--- src/rtl/ps2_rx_fifo.sv ---
// PS/2 device-to-host receiver: pin synchronisers, clock glitch filter, frame FSM, scan-code FIFO.
// Define PS2_RX_TIMEOUT_EN to abort a stalled partial frame after TIMEOUT_CYCLES clocks.
module ps2_rx_fifo #(
  parameter int DEPTH_LOG2     = 3,
  parameter int FILTER_LEN     = 4,
  parameter int TIMEOUT_CYCLES = 50000
) (
  input  logic                  clk,
  input  logic                  clrn,
  input  logic                  ps2_clk,
  input  logic                  ps2_data,
  input  logic                  nextdata_n,
  input  logic                  clr_err,
  output logic [7:0]            data,
  output logic                  ready,
  output logic [DEPTH_LOG2:0]   level,
  output logic                  overflow,
  output logic                  parity_err,
  output logic                  frame_err
);
  localparam int DEPTH = 1 << DEPTH_LOG2;
  localparam logic [1:0] S_IDLE = 2'd0, S_DATA = 2'd1, S_PAR = 2'd2, S_STOP = 2'd3;

  logic [1:0] clk_sync_q, dat_sync_q;
  logic       filt_q, strobe_q;
  logic [3:0] fcnt_q;

  always_ff @(posedge clk or negedge clrn) begin
    if (!clrn) begin
      clk_sync_q <= 2'b11;
      dat_sync_q <= 2'b11;
    end else begin
      clk_sync_q <= {clk_sync_q[0], ps2_clk};
      dat_sync_q <= {dat_sync_q[0], ps2_data};
    end
  end

  // Filtered clock flips only after FILTER_LEN consecutive disagreeing samples.
  always_ff @(posedge clk or negedge clrn) begin
    if (!clrn) begin
      filt_q   <= 1'b1;
      fcnt_q   <= '0;
      strobe_q <= 1'b0;
    end else begin
      strobe_q <= 1'b0;
      if (clk_sync_q[1] != filt_q) begin
        if (fcnt_q == 4'(FILTER_LEN - 1)) begin
          filt_q   <= ~filt_q;
          fcnt_q   <= '0;
          strobe_q <= filt_q;
        end else begin
          fcnt_q <= fcnt_q + 4'd1;
        end
      end else begin
        fcnt_q <= '0;
      end
    end
  end

  logic [1:0] state_q, state_d;
  logic [2:0] bcnt_q, bcnt_d;
  logic [7:0] shift_q, shift_d;
  logic       par_q, par_d;
  logic       push, perr_ev, ferr_ev, to_hit;

`ifdef PS2_RX_TIMEOUT_EN
  localparam int TW = $clog2(TIMEOUT_CYCLES + 1);
  logic [TW-1:0] to_cnt_q;

  always_ff @(posedge clk or negedge clrn) begin
    if (!clrn)
      to_cnt_q <= '0;
    else if (state_q == S_IDLE || strobe_q)
      to_cnt_q <= '0;
    else if (to_cnt_q != TW'(TIMEOUT_CYCLES))
      to_cnt_q <= to_cnt_q + 1'b1;
  end

  assign to_hit = (state_q != S_IDLE) && (to_cnt_q == TW'(TIMEOUT_CYCLES));
`else
  logic timeout_unused;
  assign timeout_unused = |TIMEOUT_CYCLES;
  assign to_hit = 1'b0;
`endif

  always_comb begin
    state_d = state_q;
    bcnt_d  = bcnt_q;
    shift_d = shift_q;
    par_d   = par_q;
    push    = 1'b0;
    perr_ev = 1'b0;
    ferr_ev = 1'b0;
    if (strobe_q) begin
      case (state_q)
        S_IDLE: if (!dat_sync_q[1]) begin
          state_d = S_DATA;
          bcnt_d  = '0;
        end
        S_DATA: begin
          shift_d[bcnt_q] = dat_sync_q[1];
          bcnt_d = bcnt_q + 3'd1;
          if (bcnt_q == 3'd7) state_d = S_PAR;
        end
        S_PAR: begin
          par_d   = dat_sync_q[1];
          state_d = S_STOP;
        end
        default: begin
          state_d = S_IDLE;
          if (!dat_sync_q[1])          ferr_ev = 1'b1;
          else if (!(^{shift_q, par_q})) perr_ev = 1'b1;
          else                         push    = 1'b1;
        end
      endcase
    end else if (to_hit) begin
      state_d = S_IDLE;
      ferr_ev = 1'b1;
    end
  end

  always_ff @(posedge clk or negedge clrn) begin
    if (!clrn) begin
      state_q <= S_IDLE;
      bcnt_q  <= '0;
      shift_q <= '0;
      par_q   <= 1'b0;
    end else begin
      state_q <= state_d;
      bcnt_q  <= bcnt_d;
      shift_q <= shift_d;
      par_q   <= par_d;
    end
  end

  logic [7:0]          mem_q [DEPTH];
  logic [DEPTH_LOG2:0] wp_q, rp_q;
  logic                empty, full, pop, accept;
  logic                ovf_q, perr_q, ferr_q;

  assign empty  = (wp_q == rp_q);
  assign full   = (wp_q[DEPTH_LOG2] != rp_q[DEPTH_LOG2]) &&
                  (wp_q[DEPTH_LOG2-1:0] == rp_q[DEPTH_LOG2-1:0]);
  assign pop    = ~empty & ~nextdata_n;
  // A pop in the same cycle frees the slot the push needs.
  assign accept = push & (~full | pop);

  always_ff @(posedge clk) begin
    if (accept) mem_q[wp_q[DEPTH_LOG2-1:0]] <= shift_q;
  end

  always_ff @(posedge clk or negedge clrn) begin
    if (!clrn) begin
      wp_q   <= '0;
      rp_q   <= '0;
      ovf_q  <= 1'b0;
      perr_q <= 1'b0;
      ferr_q <= 1'b0;
    end else begin
      if (accept) wp_q <= wp_q + 1'b1;
      if (pop)    rp_q <= rp_q + 1'b1;
      ovf_q  <= (ovf_q  & ~clr_err) | (push & ~accept);
      perr_q <= (perr_q & ~clr_err) | perr_ev;
      ferr_q <= (ferr_q & ~clr_err) | ferr_ev;
    end
  end

  assign data       = mem_q[rp_q[DEPTH_LOG2-1:0]];
  assign ready      = ~empty;
  assign level      = wp_q - rp_q;
  assign overflow   = ovf_q;
  assign parity_err = perr_q;
  assign frame_err  = ferr_q;
endmodule

--- config.mk ---
export PLATFORM = sky130hd
export DESIGN_NAME = ps2_rx_fifo
export DESIGN_NICKNAME = d
export VERILOG_FILES = /design/src/rtl/ps2_rx_fifo.sv
export SDC_FILE = /design/constraint.sdc
export NUM_CORES = 1
export LEC_CHECK = 0
export CAP_MARGIN = 10
export CORE_ASPECT_RATIO = 1.25
export CORE_MARGIN = 2
export CORE_UTILIZATION = 51
export CTS_CLUSTER_DIAMETER = 30
export CTS_CLUSTER_SIZE = 8
export DETAILED_ROUTE_END_ITERATION = 6
export HOLD_SLACK_MARGIN = 0.06
export PLACE_DENSITY = 0.68
export SLEW_MARGIN = 20
export SYNTH_ARGS = -nofsm -noshare
export SYNTH_HDL_FRONTEND = slang
export SYNTH_SLANG_ARGS = --single-unit
export TNS_END_PERCENT = 30
--- constraint.sdc ---
create_clock -name clk -period 4.5 [get_ports clk]
set_input_delay 1.125 -clock clk [delete_from_list [all_inputs] [get_ports clk]]
set_output_delay 1.125 -clock clk [all_outputs]
set_load 0.1 [all_outputs]
# Yosys cells after proc, flatten, opt, wreduce, memory -nomap -nowiden
# Memory sizes are Yosys's and may differ from the RTL's.
# Index checks and enable logic that the tools add are counted.
# Widths: inputs -> output; s select.
[classes]
addsub = 5
order_cmp = 2
eq_ne = 10
n_mux = 25
n_bitwise = 16
n_reduce_logical = 11
[ops]
columns = ["op", "n"]
rows = [
  ["$mux 1", 16],
  ["$add 4x1->4 const B", 3],
  ["$reduce_xor 9->1", 1],
  ["$bwmux 8", 1],
  ["$mux 4", 2],
  ["$and 1x1->1", 6],
  ["$not 1->1", 6],
  ["$pmux 2 s3", 1],
  ["$pmux 3 s2", 1],
  ["$reduce_and 2->1", 3],
  ["$reduce_and 3->1", 2],
  ["$eq 4x2->1 const B", 1],
  ["$eq 4x4->1", 1],
  ["$lt 3x4->1 const B", 1],
  ["$mux 2", 2],
  ["$ne 2x2->1 const B", 2],
  ["$or 1x1->1", 4],
  ["$sub 4x4->4", 1],
  ["$add 3x1->3 const B", 1],
  ["$demux 1 s3", 1],
  ["$eq 3x3->1", 1],
  ["$eq 3x3->1 const B", 1],
  ["$ge 3x1->1 const B", 1],
  ["$mux 3", 1],
  ["other kinds (7)", 9],
]
[totals]
ff_bits = 35
ramBits = 64
out_inout_bits = 16
mem_count = 1
[memory_table]
columns = ["memory", "depth", "width", "read_ports", "rd_ports_with_merged_regs", "wr", "line_no", "text"]
rows = [
  ["mem_q", 8, 8, 1, 0, 1, "136", "logic [7:0] mem_q [DEPTH];"],
]

# Longest topological paths before layout
# Gate-level depths: netlist (run 1).
[depth]
ltp_word = 9
ltp_mapped = 9
mapped_depth_nobuf = 7

# Least setup slack after synthesis (run 1)
# No wires, ideal clock.
[synth_path]
kind = "reg-to-output"
start = "reg rp_q[1]"
end = "out level[3]"
arrival_time_ps = 3160
required_ps = 3375
slack_ps = 215
path_stages_with_launch = 8
n_path_buf = 2
cell_sequence = "dfrtp_1 -> clkbuf_1 -> clkbuf_1 -> inv_1 -> ha_1 -> a21o_1 -> a21oi_1 -> xnor2_1"
[synth_via]
elab_chain_cells = 1
[synth_lines]
columns = ["element", "line_no", "text"]
rows = [
  ["start, declared", "137", "logic [DEPTH_LOG2:0] wp_q, rp_q;"],
  ["start signal, assigned", "161", "if (pop) rp_q <= rp_q + 1'b1;"],
  ["$sub 4x4->4", "170", "assign level = wp_q - rp_q;"],
  ["end, declared", "16", "output logic [DEPTH_LOG2:0] level,"],
]
# Every way passes these cells.

# Worst setup path after layout (run 1)
[layout_path]
start = "reg rp_q[2]"
end = "out level[3]"
# Same word-level chain as after synthesis.

==> results_tabular.tex, run 1 <==
\begin{tabular}{lr}
\hline
Metric & Value \\
\hline
\multicolumn{2}{l}{\textbf{Detailed routing}} \\
\quad Detailed-route DRC error count & 0 \\
\quad Number of search-and-repair iterations in the first detailed-routing pass & 4 \\
\quad Routed wirelength normalized by instance count & 17.5 um \\
\quad WL met2 & 3790 um \\
\quad Met3 wirelength from detailed routing & 180 um \\
\quad Max Used Layer & met4 \\
\quad Post-route met1 wirelength & 3140 um \\
\quad Violation count after the first detailed-route iteration & 94 \\
\quad Avg Vias per Cell & 5.55 \\
\quad Detail Route Antenna Nets & 0 \\
\quad Final wirelength & 7190 um \\
\quad Via count & 2276 \\
\multicolumn{2}{l}{\textbf{Synthesis}} \\
\quad Mapped Avg Cell Area & 15.3 um\^{}2 \\
\quad Cells after synthesis & 278 \\
\quad Main flop type after synthesis & sky130\_fd\_sc\_hd\_\_edfxtp\_1 \\
\quad Share of async-settable or async-resettable flops after synthesis & 35.4\% \\
\quad Number of synthesized register bits & 99 \\
\quad Unique masters post-synth & 39 \\
\quad Syn nets & 297 \\
\quad Combined area of all synthesized cells & 0.00425 mm\^{}2 \\
\quad Seq/Total Area, Yosys & 66.0\% \\
\quad Post-synth EDFFs & 64 \\
\quad YS warnings & 0 \\
\multicolumn{2}{l}{\textbf{Global routing}} \\
\quad Global route overflow & 0 \\
\quad Global-route usage over all layers & 17.5\% \\
\quad First-pass GRT wire length & 11900 um \\
\quad Antenna violations before repair & 0 \\
\quad Number of global-route vias before repair & 2340 \\
\quad Largest net degree at the start of global routing & 36 \\
\multicolumn{2}{l}{\textbf{Floorplanning}} \\
\quad DIE AREA & 0.00909 mm\^{}2 \\
\quad X dimension of the die & 85.7 um \\
\quad Area of the core region & 0.00815 mm\^{}2 \\
\quad FP Rows & 37 \\
\quad Vertical extent of the die & 106 um \\
\quad \# IOs & 22 \\
\quad Initial core utilization & 52.2\% \\
\multicolumn{2}{l}{\textbf{Place}} \\
\quad Placement-stage worst setup slack & 1140 ps \\
\quad Number of placed instances, taps included & 394 \\
\quad Post-DP HPWL & 5050 um \\
\quad Port buffer count & 21 \\
\quad Post-place instance area & 0.00456 mm\^{}2 \\
\quad GP Congestion & 0.748 \\
\multicolumn{2}{l}{\textbf{Finish}} \\
\quad P\&R area growth vs syn & 12.4\% \\
\quad Post-Route Utilization & 58.6\% \\
\quad Share of cells above drive strength 1 & 19.5\% \\
\quad Antenna cells & 0 \\
\quad Design area & 0.00478 mm\^{}2 \\
\quad Final layout net count & 327 \\
\quad Non-filler instance count after layout & 410 \\
\multicolumn{2}{l}{\textbf{Clocking}} \\
\quad CTS Hold Buffers Added & 0 \\
\quad TritonCTS buffer count & 9 \\
\quad CTS root buf & sky130\_fd\_sc\_hd\_\_clkbuf\_8 \\
\quad Clock tree from TritonCTS & built \\
\quad Max clock buf depth & 2 \\
\quad Post-CTS Setup Repair Bufs & 0 \\
\quad Deepest level of the CTS H-tree & 3 \\
\quad Clock-pin slew of the registers on the worst-case setup and hold paths & 90 ps \\
\quad Clock insertion delay at the later pin of the skew report & 350 ps \\
\quad Count of instances resized after the clock tree is built & 0 \\
\quad Number of clock sinks & 99 \\
\multicolumn{2}{l}{\textbf{STA}} \\
\quad Maximum clock rate & 286 MHz \\
\quad Final-report setup violation count & 0 \\
\quad Maximum clock skew at final layout & 12.5 ps \\
\quad Share of the clock period used by the worst path after layout & 77.7\% \\
\quad Worst Hold Slack & 360 ps \\
\quad Setup TNS & 0 ps \\
\quad Final number of hold-violating endpoints & 0 \\
\quad Final Critical Period & 3490 ps \\
\quad Worst relative slew slack & 34.9\% \\
\quad Setup repair after global routing missed its margin & false \\
\quad Worst-case setup margin in the final layout & 1010 ps \\
\quad Max-slew violations & 0 \\
\quad Transition time at the pin with the least slew margin & 974 ps \\
\multicolumn{2}{l}{\textbf{Power and ir drop}} \\
\quad Cell Pwr Density & 568 mW/mm\^{}2 \\
\quad Total power draw & 2.71 mW \\
\quad Max rail drop VDD & 0.582 mV \\
\quad Static leakage power & 1.86 nW \\
\multicolumn{2}{l}{\textbf{Hold path}} \\
\quad Worst hold-check path type & flip-flop to flip-flop \\
\multicolumn{2}{l}{\textbf{Worst setup path}} \\
\quad Data required time of the worst path & 3380 ps \\
\quad Critical path type & flip-flop to primary output \\
\quad Critical path arrival & 2370 ps \\
\quad Critical path endpoint category & primary output \\
\quad Crit-path max FO & 11 \\
\quad CP Launch Type & flip-flop \\
\multicolumn{2}{l}{\textbf{Outcome}} \\
\quad Result of the run & complete, no violations \\
\multicolumn{2}{l}{\textbf{Job}} \\
\quad Max Cap Viol & 0 \\
\hline
\end{tabular}
routing by layer:
metal  up-vias  track usage, %
met4         0            4.76
met5         -               0
met3         8            4.43
li1       1078               -
met2        33            30.6
met1      1157            21.5
cell usage after synthesis (3+ instances only):
library cell	number	area share, %
sky130_fd_sc_hd__nor3_1	6	0.71
sky130_fd_sc_hd__ha_1	12	3.5
sky130_fd_sc_hd__nand2b_1	3	0.44
sky130_fd_sc_hd__o21ai_1	6	0.71
sky130_fd_sc_hd__nor2_1	12	1.1
sky130_fd_sc_hd__mux4_2	16	8.5
sky130_fd_sc_hd__nand3_1	7	0.82
sky130_fd_sc_hd__dfrtp_1	30	18
sky130_fd_sc_hd__inv_1	13	1.1
sky130_fd_sc_hd__clkbuf_1	6	0.53
sky130_fd_sc_hd__edfxtp_1	64	45
sky130_fd_sc_hd__mux2_1	11	2.9
sky130_fd_sc_hd__xor2_1	5	1.0
sky130_fd_sc_hd__dfstp_2	5	3.1
sky130_fd_sc_hd__nand2_1	41	3.6
sky130_fd_sc_hd__xnor2_1	10	2.1
sky130_fd_sc_hd__a21oi_1	3	0.35
where the power goes:
group          internal, mW  switching [mW]
sequential             1.01          0.0509
combinational         0.303           0.772
clock                 0.284           0.297
layout make-up:
type	count	area (um^2)
fill	642	3370
sequential	99	2800
multi-input combinational	157	1360
timing repair buffer	27	223
clock buffer	12	188
tap	97	121
inverter	14	52.6
clock inverter	4	26.3
final timing paths:
check                           endpoint           from  cells past startpoint  slack [ps]
max in group asynchronous  dat_sync_q[1]           clrn                      2        2990
max reg2reg                  mem_q[5][2]        rp_q[2]                      7        1130
min in group asynchronous     state_q[0]           clrn                      2        1170
min reg2reg                dat_sync_q[1]  dat_sync_q[0]                      0         360
max                             level[3]        rp_q[2]                      5        1010
min                        dat_sync_q[1]  dat_sync_q[0]                      0         360
cells by family (layout without fill, tap and decap cells):
kind of cell	Yosys count	count (layout)	share of synthesized area (%)
DFF	99	99	66.0
adders and majority gates	13	13	4.00
xor gates and xnor gates	18	18	4.59
muxes	28	28	11.9
AOI/OAI and AO/OA	18	18	2.71
buffers and inverters	22	57	2.00
and+or+nand+nor	80	80	8.83
worst max-delay path: stages, from the launching register on:
cell	delay, ps
sky130_fd_sc_hd__dfrtp_1	600
sky130_fd_sc_hd__clkinv_1	360
sky130_fd_sc_hd__ha_1	430
sky130_fd_sc_hd__a21oi_1	180
sky130_fd_sc_hd__xnor2_1	130
sky130_fd_sc_hd__buf_4	310
cell usage in the layout, fill, tap and decap left out, drive strengths merged, types with 6 or more instances in the layout:
master          n
buf            19
clkbuf         12
clkdlybuf4s50   8
dfrtp          30
edfxtp         64
ha             12
inv            14
mux2           11
mux4           16
nand2          41
nand3           7
nor2           12
nor3            6
o21ai           7
xnor2          11
state kept, by name, indices dropped and copies added, names as in the netlist, 2 cells and up:
register / count
clk_sync_q: 2
rp_q: 4
dat_sync_q: 2
fcnt_q: 4
state_q: 2
mem_q: 64
wp_q: 4
bcnt_q: 3
shift_q: 8
(Power assumes the default switching activity.)
==> run 2: changes to the inputs <==
Clock period 4.5 ns to 3.4 ns, I/O delays scaled along.
==> run 2 against run 1 <==
  * Global-route usage rose by 2.0 points
  * Power grew 42%
  * Die area unchanged
  * Highest routed layer unchanged
  * Worst hold slack better by 4.5 ps
  * Sequential power is 33% higher
==> results_tabular.tex, run 2 (synthesis gave the netlist of run 1 again) <==
\begin{tabular}{lr}
\hline
Metric & Value \\
\hline
\multicolumn{2}{l}{\textbf{Floorplanning}} \\
\quad FP Rows & 37 (unchanged) \\
\quad Initial core utilization & 52.2\% (unchanged) \\
\quad DIE AREA & 0.00909 mm\^{}2 (unchanged) \\
\quad X dimension of the die & 85.7 um (unchanged) \\
\quad Area of the core region & 0.00815 mm\^{}2 (unchanged) \\
\quad \# IOs & 22 (unchanged) \\
\quad Vertical extent of the die & 106 um (unchanged) \\
\multicolumn{2}{l}{\textbf{STA}} \\
\quad Final number of hold-violating endpoints & 0 (unchanged) \\
\quad Share of the clock period used by the worst path after layout & 87.9\% \\
\quad Worst Hold Slack & 364 ps (+4.53 ps) \\
\quad Setup TNS & 0 ps (unchanged) \\
\quad Max-slew violations & 0 (unchanged) \\
\quad Maximum clock skew at final layout & 8.03 ps (-4.43 ps) \\
\quad Final-report setup violation count & 0 (unchanged) \\
\quad Setup repair after global routing missed its margin & false \\
\quad Final Critical Period & 2990 ps \\
\quad Maximum clock rate & 335 MHz \\
\quad Transition time at the pin with the least slew margin & 544 ps (-430 ps) \\
\quad Worst relative slew slack & 63.6\% (+29 points) \\
\multicolumn{2}{l}{\textbf{Power and ir drop}} \\
\quad Max rail drop VDD & 0.719 mV (+24\%) \\
\quad Cell Pwr Density & 778 mW/mm\^{}2 (+37\%) \\
\quad Sequential cell fraction of total power & 36.5\% (-2.5 points) \\
\quad Cell-internal power & 2.31 mW (+45\%) \\
\quad Static leakage power & 1.94 nW (+4.4\%) \\
\quad Part of the total power dissipated in the clock network & 18.9\% (-2.5 points) \\
\quad Switching power summed over all nets & 1.55 mW (+38\%) \\
\quad Part of the total power dissipated in combinational logic & 44.5\% (+4.9 points) \\
\quad Switch share & 40.1\% (-1.1 points) \\
\quad Total power draw & 3.86 mW (+42\%) \\
\multicolumn{2}{l}{\textbf{Global routing}} \\
\quad Number of global-route vias before repair & 2582 (+10\%) \\
\quad Global route overflow & 0 (unchanged) \\
\quad Antenna violations before repair & 0 (unchanged) \\
\quad First-pass GRT wire length & 13000 um (+10\%) \\
\quad Global-route usage over all layers & 19.4\% (+2.0 points) \\
\quad Largest net degree at the start of global routing & 36 (unchanged) \\
\multicolumn{2}{l}{\textbf{Worst setup path}} \\
\quad Critical path type & flip-flop to primary output \\
\quad Crit-path max FO & 16 (+5) \\
\quad Data required time of the worst path & 2550 ps (-830 ps) \\
\quad CP Launch Type & flip-flop \\
\quad Critical path arrival & 2140 ps (-230 ps) \\
\quad Critical path endpoint category & primary output \\
\multicolumn{2}{l}{\textbf{Clocking}} \\
\quad Clock-pin slew of the registers on the worst-case setup and hold paths & 90 ps (about the same) \\
\quad Number of clock sinks & 99 (unchanged) \\
\quad Post-CTS Setup Repair Bufs & 0 (unchanged) \\
\quad Deepest level of the CTS H-tree & 3 (unchanged) \\
\quad Clock insertion delay at the later pin of the skew report & 370 ps (+20 ps) \\
\quad Count of instances resized after the clock tree is built & 0 (unchanged) \\
\quad CTS root buf & sky130\_fd\_sc\_hd\_\_clkbuf\_8 \\
\quad Max clock buf depth & 2 (unchanged) \\
\quad CTS Hold Buffers Added & 0 (unchanged) \\
\quad TritonCTS buffer count & 9 (unchanged) \\
\quad Clock tree from TritonCTS & built \\
\multicolumn{2}{l}{\textbf{Detailed routing}} \\
\quad Number of search-and-repair iterations in the first detailed-routing pass & 4 (unchanged) \\
\quad Via count & 2330 (+2.4\%) \\
\quad Final wirelength & 7790 um (+8.2\%) \\
\quad Detailed-route DRC error count & 0 (unchanged) \\
\quad Detail Route Antenna Nets & 0 (unchanged) \\
\quad Routed wirelength normalized by instance count & 18.7 um (+6.7\%) \\
\quad Violation count after the first detailed-route iteration & 142 (+51\%) \\
\quad Avg Vias per Cell & 5.60 (+0.90\%) \\
\multicolumn{2}{l}{\textbf{Job}} \\
\quad Max Cap Viol & 0 (unchanged) \\
\multicolumn{2}{l}{\textbf{Finish}} \\
\quad Antenna cells & 0 (unchanged) \\
\quad Share of cells above drive strength 1 & 21.9\% (+2.5 points) \\
\quad FILL cells & 640 (-0.31\%) \\
\quad Most common library cell in the layout ignoring fill and taps & sky130\_fd\_sc\_hd\_\_edfxtp\_1 \\
\quad Flip-flop count of the largest register after layout & 64 (unchanged) \\
\quad Design area & 0.00496 mm\^{}2 (+3.9\%) \\
\quad Final layout net count & 333 (+1.8\%) \\
\quad Most used cells in the layout excluding fill and tap cells & sky130\_fd\_sc\_hd\_\_edfxtp\_1, sky130\_fd\_sc\_hd\_\_nand2\_1, sky130\_fd\_sc\_hd\_\_dfrtp\_1 \\
\quad P\&R area growth vs syn & 16.7\% \\
\multicolumn{2}{l}{\textbf{Place}} \\
\quad Post-place instance area & 0.00477 mm\^{}2 (+4.6\%) \\
\quad Port buffer count & 21 (unchanged) \\
\quad Post-DP HPWL & 5460 um (+8.1\%) \\
\quad GP Congestion & 0.789 (+5.5\%) \\
\multicolumn{2}{l}{\textbf{Outcome}} \\
\quad Result of the run & complete, no violations \\
\multicolumn{2}{l}{\textbf{Hold path}} \\
\quad Worst hold-check path type & flip-flop to flip-flop \\
\hline
\end{tabular}
-- run 2: cell types whose count changed in the layout (fill, tap and decap cells not counted) --
cell                              change
sky130_fd_sc_hd__buf_12              +13
sky130_fd_sc_hd__buf_4                -4
sky130_fd_sc_hd__bufinv_16            +1
sky130_fd_sc_hd__clkbuf_16            -2
sky130_fd_sc_hd__clkbuf_8             -1
sky130_fd_sc_hd__clkdlybuf4s50_1      -3
sky130_fd_sc_hd__clkinv_1             +1
sky130_fd_sc_hd__clkinv_2             -1
sky130_fd_sc_hd__clkinvlp_2           +1
sky130_fd_sc_hd__clkinvlp_4           +1
sky130_fd_sc_hd__xnor2_1              -1
sky130_fd_sc_hd__xnor2_2              +1
-- run 2: critical path, stage by stage (launching register included) --
cell	delay (ps)
sky130_fd_sc_hd__dfrtp_1	460
sky130_fd_sc_hd__buf_4	350
sky130_fd_sc_hd__mux4_2	540
sky130_fd_sc_hd__nand2_1	120
sky130_fd_sc_hd__nand2_1	110
sky130_fd_sc_hd__buf_12	180
-- run 2: stage by stage --
stage               utilization (%)  instances  worst slack (ps)
floorplan                         -        278              -127
global placement               58.6        400               715
detailed placement             58.6        400               658
CTS                            60.9        416               377
global route                   60.9        416               258
finish                         60.9        416               411
-- run 2: cell type report --
| cell class | count | area [um^2] | area share (%) |
|---|---|---|---|
| Clock buffer | 9 | 124 | 2.50 |
| Sequential cell | 99 | 2800 | 56.5 |
| Multi-Input combinational cell | 157 | 1370 | 27.6 |
| Clock inverter | 7 | 67.6 | 1.36 |
| Tap cell | 97 | 121 | 2.45 |
| Timing Repair Buffer | 33 | 423 | 8.52 |
| Inverter | 14 | 52.6 | 1.06 |
-- run 2: power groups by stage --
stage	Clock, mW	Combinational [mW]	Sequential, mW
global placement	0	1.72	1.43
floorplan	0	1.20	1.40
global route	0.803	1.81	1.42
CTS	0.752	1.74	1.41
detailed placement	0	1.74	1.44
finish	0.732	1.72	1.41
-- run 2: metal layers --
layer	vias to the layer above	GRT usage [%]	share of wire, %
met5	-	0	0
met4	0	8.96	2.7
met3	15	4.66	2.8
met2	41	33.4	54
met1	1182	22.9	41
li1	1092	-	-
-- run 2: path summary, 6_finish.rpt --
check                         startpoint       endpoint  cells after the start  slack (ps)
setup reg to reg                 rp_q[2]    mem_q[0][4]                      8         600
hold reg to reg            dat_sync_q[0]  dat_sync_q[1]                      0         360
hold / removal             dat_sync_q[0]  dat_sync_q[1]                      0         360
setup / recovery                 rp_q[0]        data[1]                      5         410
max in group asynchronous           clrn         filt_q                      2        2170
min in group asynchronous           clrn     parity_err                      2         890
==> run 3: changes to the inputs <==
Settings changed: SETUP_SLACK_MARGIN set to 0.5.
==> run 3 against run 2 <==
  * Clock-buffer cell count is 3 higher
  * Routed wire length is 12% lower
  * Highest routed layer unchanged
  * Global-route usage is 2.3 points lower
  * Cell count is 0.96% lower
  * Non-clock buffer count is 4 lower
  * Critical path depth stayed put
  * Worst hold slack worse by 5.4 ps
  * Power is 3.4% higher
  * Sequential power hardly changed
  * Combinational power is 4% higher
  * Largest power group unchanged
  * Flip-flop and latch count stayed put
  * Critical endpoint is now level[3]
  * Sequential share of layout area is 1.4 points lower
==> results_tabular.tex, run 3 (synthesis gave the netlist of run 1 again) <==
\begin{tabular}{lr}
\hline
Metric & Value \\
\hline
\multicolumn{2}{l}{\textbf{Power and ir drop}} \\
\quad Switching power summed over all nets & 1.52 mW (-1.7\%) \\
\quad Part of the total power dissipated in combinational logic & 44.7\% (+0.2 points) \\
\quad Max rail drop VDD & 0.653 mV (-9.2\%) \\
\quad Cell Pwr Density & 784 mW/mm\^{}2 (+0.77\%) \\
\quad Cell-internal power & 2.47 mW (+6.8\%) \\
\quad Static leakage power & 1.97 nW (+1.7\%) \\
\quad Total power draw & 3.99 mW (+3.4\%) \\
\quad Part of the total power dissipated in the clock network & 20.6\% (+1.7 points) \\
\quad Sequential cell fraction of total power & 34.7\% (-1.8 points) \\
\quad Switch share & 38.2\% (-2.0 points) \\
\multicolumn{2}{l}{\textbf{STA}} \\
\quad Final Critical Period & 2820 ps (-166 ps) \\
\quad Final number of hold-violating endpoints & 0 (unchanged) \\
\quad Worst relative slew slack & 44.9\% (-19 points) \\
\quad Setup TNS & 0 ps (unchanged) \\
\quad Share of the clock period used by the worst path after layout & 83.0\% (-4.9 points) \\
\quad Setup repair after global routing missed its margin & true \\
\quad Transition time at the pin with the least slew margin & 823 ps (+278 ps) \\
\quad Final-report setup violation count & 0 (unchanged) \\
\quad Maximum clock skew at final layout & 7.57 ps (-0.454 ps) \\
\quad Maximum clock rate & 354 MHz (+5.9\%) \\
\quad Max-slew violations & 0 (unchanged) \\
\multicolumn{2}{l}{\textbf{Worst setup path}} \\
\quad Critical path type & flip-flop to primary output \\
\quad Worst-path cell with the longest stage delay & sky130\_fd\_sc\_hd\_\_dfrtp\_2 \\
\quad Chain of cells forming the critical path & ha\_1 -> a21o\_1 -> a21oi\_2 -> xnor2\_4 -> buf\_12 \\
\quad Crit-path max FO & 7 (-9) \\
\quad R2r startpoint & rp\_q[2] \\
\quad Critical path endpoint category & primary output \\
\quad Delay-heaviest family, CP & flip-flops \\
\quad Critical path buffers and inverters & 1 (-1) \\
\quad Reg2Reg Setup Slack & 640 ps (+40 ps) \\
\quad Highest cell delay on the worst timing path & 480 ps (-60 ps) \\
\quad CP Launch Type & flip-flop \\
\quad Data required time of the worst path & 2550 ps (about the same) \\
\quad Critical path arrival & 1970 ps (-170 ps) \\
\quad Startpoint of the most critical setup path & wp\_q[1] \\
\multicolumn{2}{l}{\textbf{Place}} \\
\quad Post-DP HPWL & 5000 um (-8.4\%) \\
\quad Port buffer count & 21 (unchanged) \\
\quad GP Congestion & 0.771 (-2.3\%) \\
\multicolumn{2}{l}{\textbf{Hold path}} \\
\quad Worst hold-check path type & flip-flop to flip-flop \\
\quad Hold\_sp & dat\_sync\_q[0] \\
\multicolumn{2}{l}{\textbf{Global routing}} \\
\quad Global-route met2 utilization & 27.8\% (-5.6 points) \\
\quad Global-route usage over all layers & 17.2\% (-2.3 points) \\
\quad Global-route layer with the greatest usage & met2 \\
\quad First-pass GRT wire length & 11800 um (-9.6\%) \\
\quad Number of global-route vias before repair & 2308 (-11\%) \\
\quad Fraction of met3 tracks used by global routing & 2.56\% (-2.1 points) \\
\quad Met1 demand-to-capacity share in global routing & 23.0\% (+0.075 points) \\
\quad Antenna violations before repair & 0 (unchanged) \\
\quad Largest net degree at the start of global routing & 36 (unchanged) \\
\quad Global route overflow & 0 (unchanged) \\
\multicolumn{2}{l}{\textbf{Floorplanning}} \\
\quad Initial core utilization & 52.2\% (unchanged) \\
\quad Area of the core region & 0.00815 mm\^{}2 (unchanged) \\
\quad \# IOs & 22 (unchanged) \\
\quad Vertical extent of the die & 106 um (unchanged) \\
\quad X dimension of the die & 85.7 um (unchanged) \\
\quad FP Rows & 37 (unchanged) \\
\quad DIE AREA & 0.00909 mm\^{}2 (unchanged) \\
\multicolumn{2}{l}{\textbf{Clocking}} \\
\quad Clock tree from TritonCTS & built \\
\quad Clock insertion delay at the later pin of the skew report & 350 ps (-20 ps) \\
\quad CTS root buf & sky130\_fd\_sc\_hd\_\_clkbuf\_8 \\
\quad Clock-pin slew of the registers on the worst-case setup and hold paths & 80 ps (about the same) \\
\quad CTS Hold Buffers Added & 0 (unchanged) \\
\quad Max clock buf depth & 2 (unchanged) \\
\quad TritonCTS buffer count & 9 (unchanged) \\
\quad Deepest level of the CTS H-tree & 3 (unchanged) \\
\quad Number of clock sinks & 99 (unchanged) \\
\multicolumn{2}{l}{\textbf{Finish}} \\
\quad Post-Route Utilization & 62.5\% (+1.6 points) \\
\quad Final layout net count & 329 (-1.2\%) \\
\quad Share of cells above drive strength 1 & 25.7\% (+3.8 points) \\
\quad Antenna cells & 0 (unchanged) \\
\quad Most common library cell in the layout ignoring fill and taps & sky130\_fd\_sc\_hd\_\_edfxtp\_1 \\
\quad P\&R area growth vs syn & 19.8\% \\
\quad Most used cells in the layout excluding fill and tap cells & sky130\_fd\_sc\_hd\_\_edfxtp\_1, sky130\_fd\_sc\_hd\_\_nand2\_1, sky130\_fd\_sc\_hd\_\_dfrtp\_1 \\
\quad Flip-flop count of the largest register after layout & 64 (unchanged) \\
\multicolumn{2}{l}{\textbf{Detailed routing}} \\
\quad Detailed-route DRC error count & 0 (unchanged) \\
\quad Number of search-and-repair iterations in the first detailed-routing pass & 4 (unchanged) \\
\quad Violation count after the first detailed-route iteration & 120 (-15\%) \\
\quad Final wirelength & 6850 um (-12\%) \\
\quad Detail Route Antenna Nets & 0 (unchanged) \\
\quad Via count & 2222 (-4.6\%) \\
\quad Routed wirelength normalized by instance count & 16.6 um (-11\%) \\
\quad Avg Vias per Cell & 5.39 (-3.7\%) \\
\multicolumn{2}{l}{\textbf{Outcome}} \\
\quad Result of the run & complete, no violations \\
\multicolumn{2}{l}{\textbf{Job}} \\
\quad Max Cap Viol & 0 (unchanged) \\
\hline
\end{tabular}
## run 3: changes by cell type in the layout (fill, tap and decap cells not counted), sizes merged
| cell | previous run | this run |
|---|---|---|
| buf | 28 | 25 |
| bufinv | 1 | 2 |
| clkbuf | 9 | 12 |
| clkdlybuf4s50 | 5 | 4 |
| clkinvlp | 3 | 0 |
| inv | 14 | 13 |
## run 3: layer usage
| layer | vias to the layer above | wire (um) |
|---|---|---|
| met5 | - | 0 |
| met3 | 13 | 169 |
| li1 | 1079 | - |
| met4 | 0 | 158 |
| met2 | 31 | 3460 |
| met1 | 1099 | 3060 |
## run 3: worst paths after layout
check	to	depth (start not counted)
min in group asynchronous	fcnt_q[1]	1
setup / recovery	level[3]	5
hold reg to reg	dat_sync_q[1]	0
hold / removal	dat_sync_q[1]	0
setup reg to reg	mem_q[3][0]	8
max in group asynchronous	wp_q[0]	1
## run 3: power by group through the flow
stage	Combinational (mW)	Clock [mW]	Sequential, mW
3_5_place_dp	1.78	0	1.41
5_1_grt	1.88	0.892	1.40
4_1_cts	1.80	0.849	1.38
2_1_floorplan	1.24	0	1.40
6_report	1.79	0.824	1.39
3_3_place_gp	1.77	0	1.41
## run 3: repair_timing
| item | CTS | global route |
|---|---|---|
| gates resized for setup | 4 | 7 |
| endpoints found under the setup margin | 36 | 42 |
| buffers inserted | 1 | 1 |
| pin swaps | 1 | 1 |
## run 3: per-stage QoR
step,instances,instance area (um^2),hold WS [ps],setup WS (ps)
2_1_floorplan,278,4330,345,501
3_3_place_gp,394,4790,346,531
3_5_place_dp,394,4790,347,410
4_1_cts,411,5040,360,489
5_1_grt,412,5090,371,487
6_report,412,5090,359,577
## run 3: final cells by class
class / instances / area (um^2)
inverters: 14 / 52.6
repair buffers: 29 / 417
clock buffers: 12 / 155
well taps: 97 / 121
flip-flops and latches: 99 / 2810
clock inverters: 4 / 73.8
fillers: 598 / 3060
multi-input cells: 157 / 1470
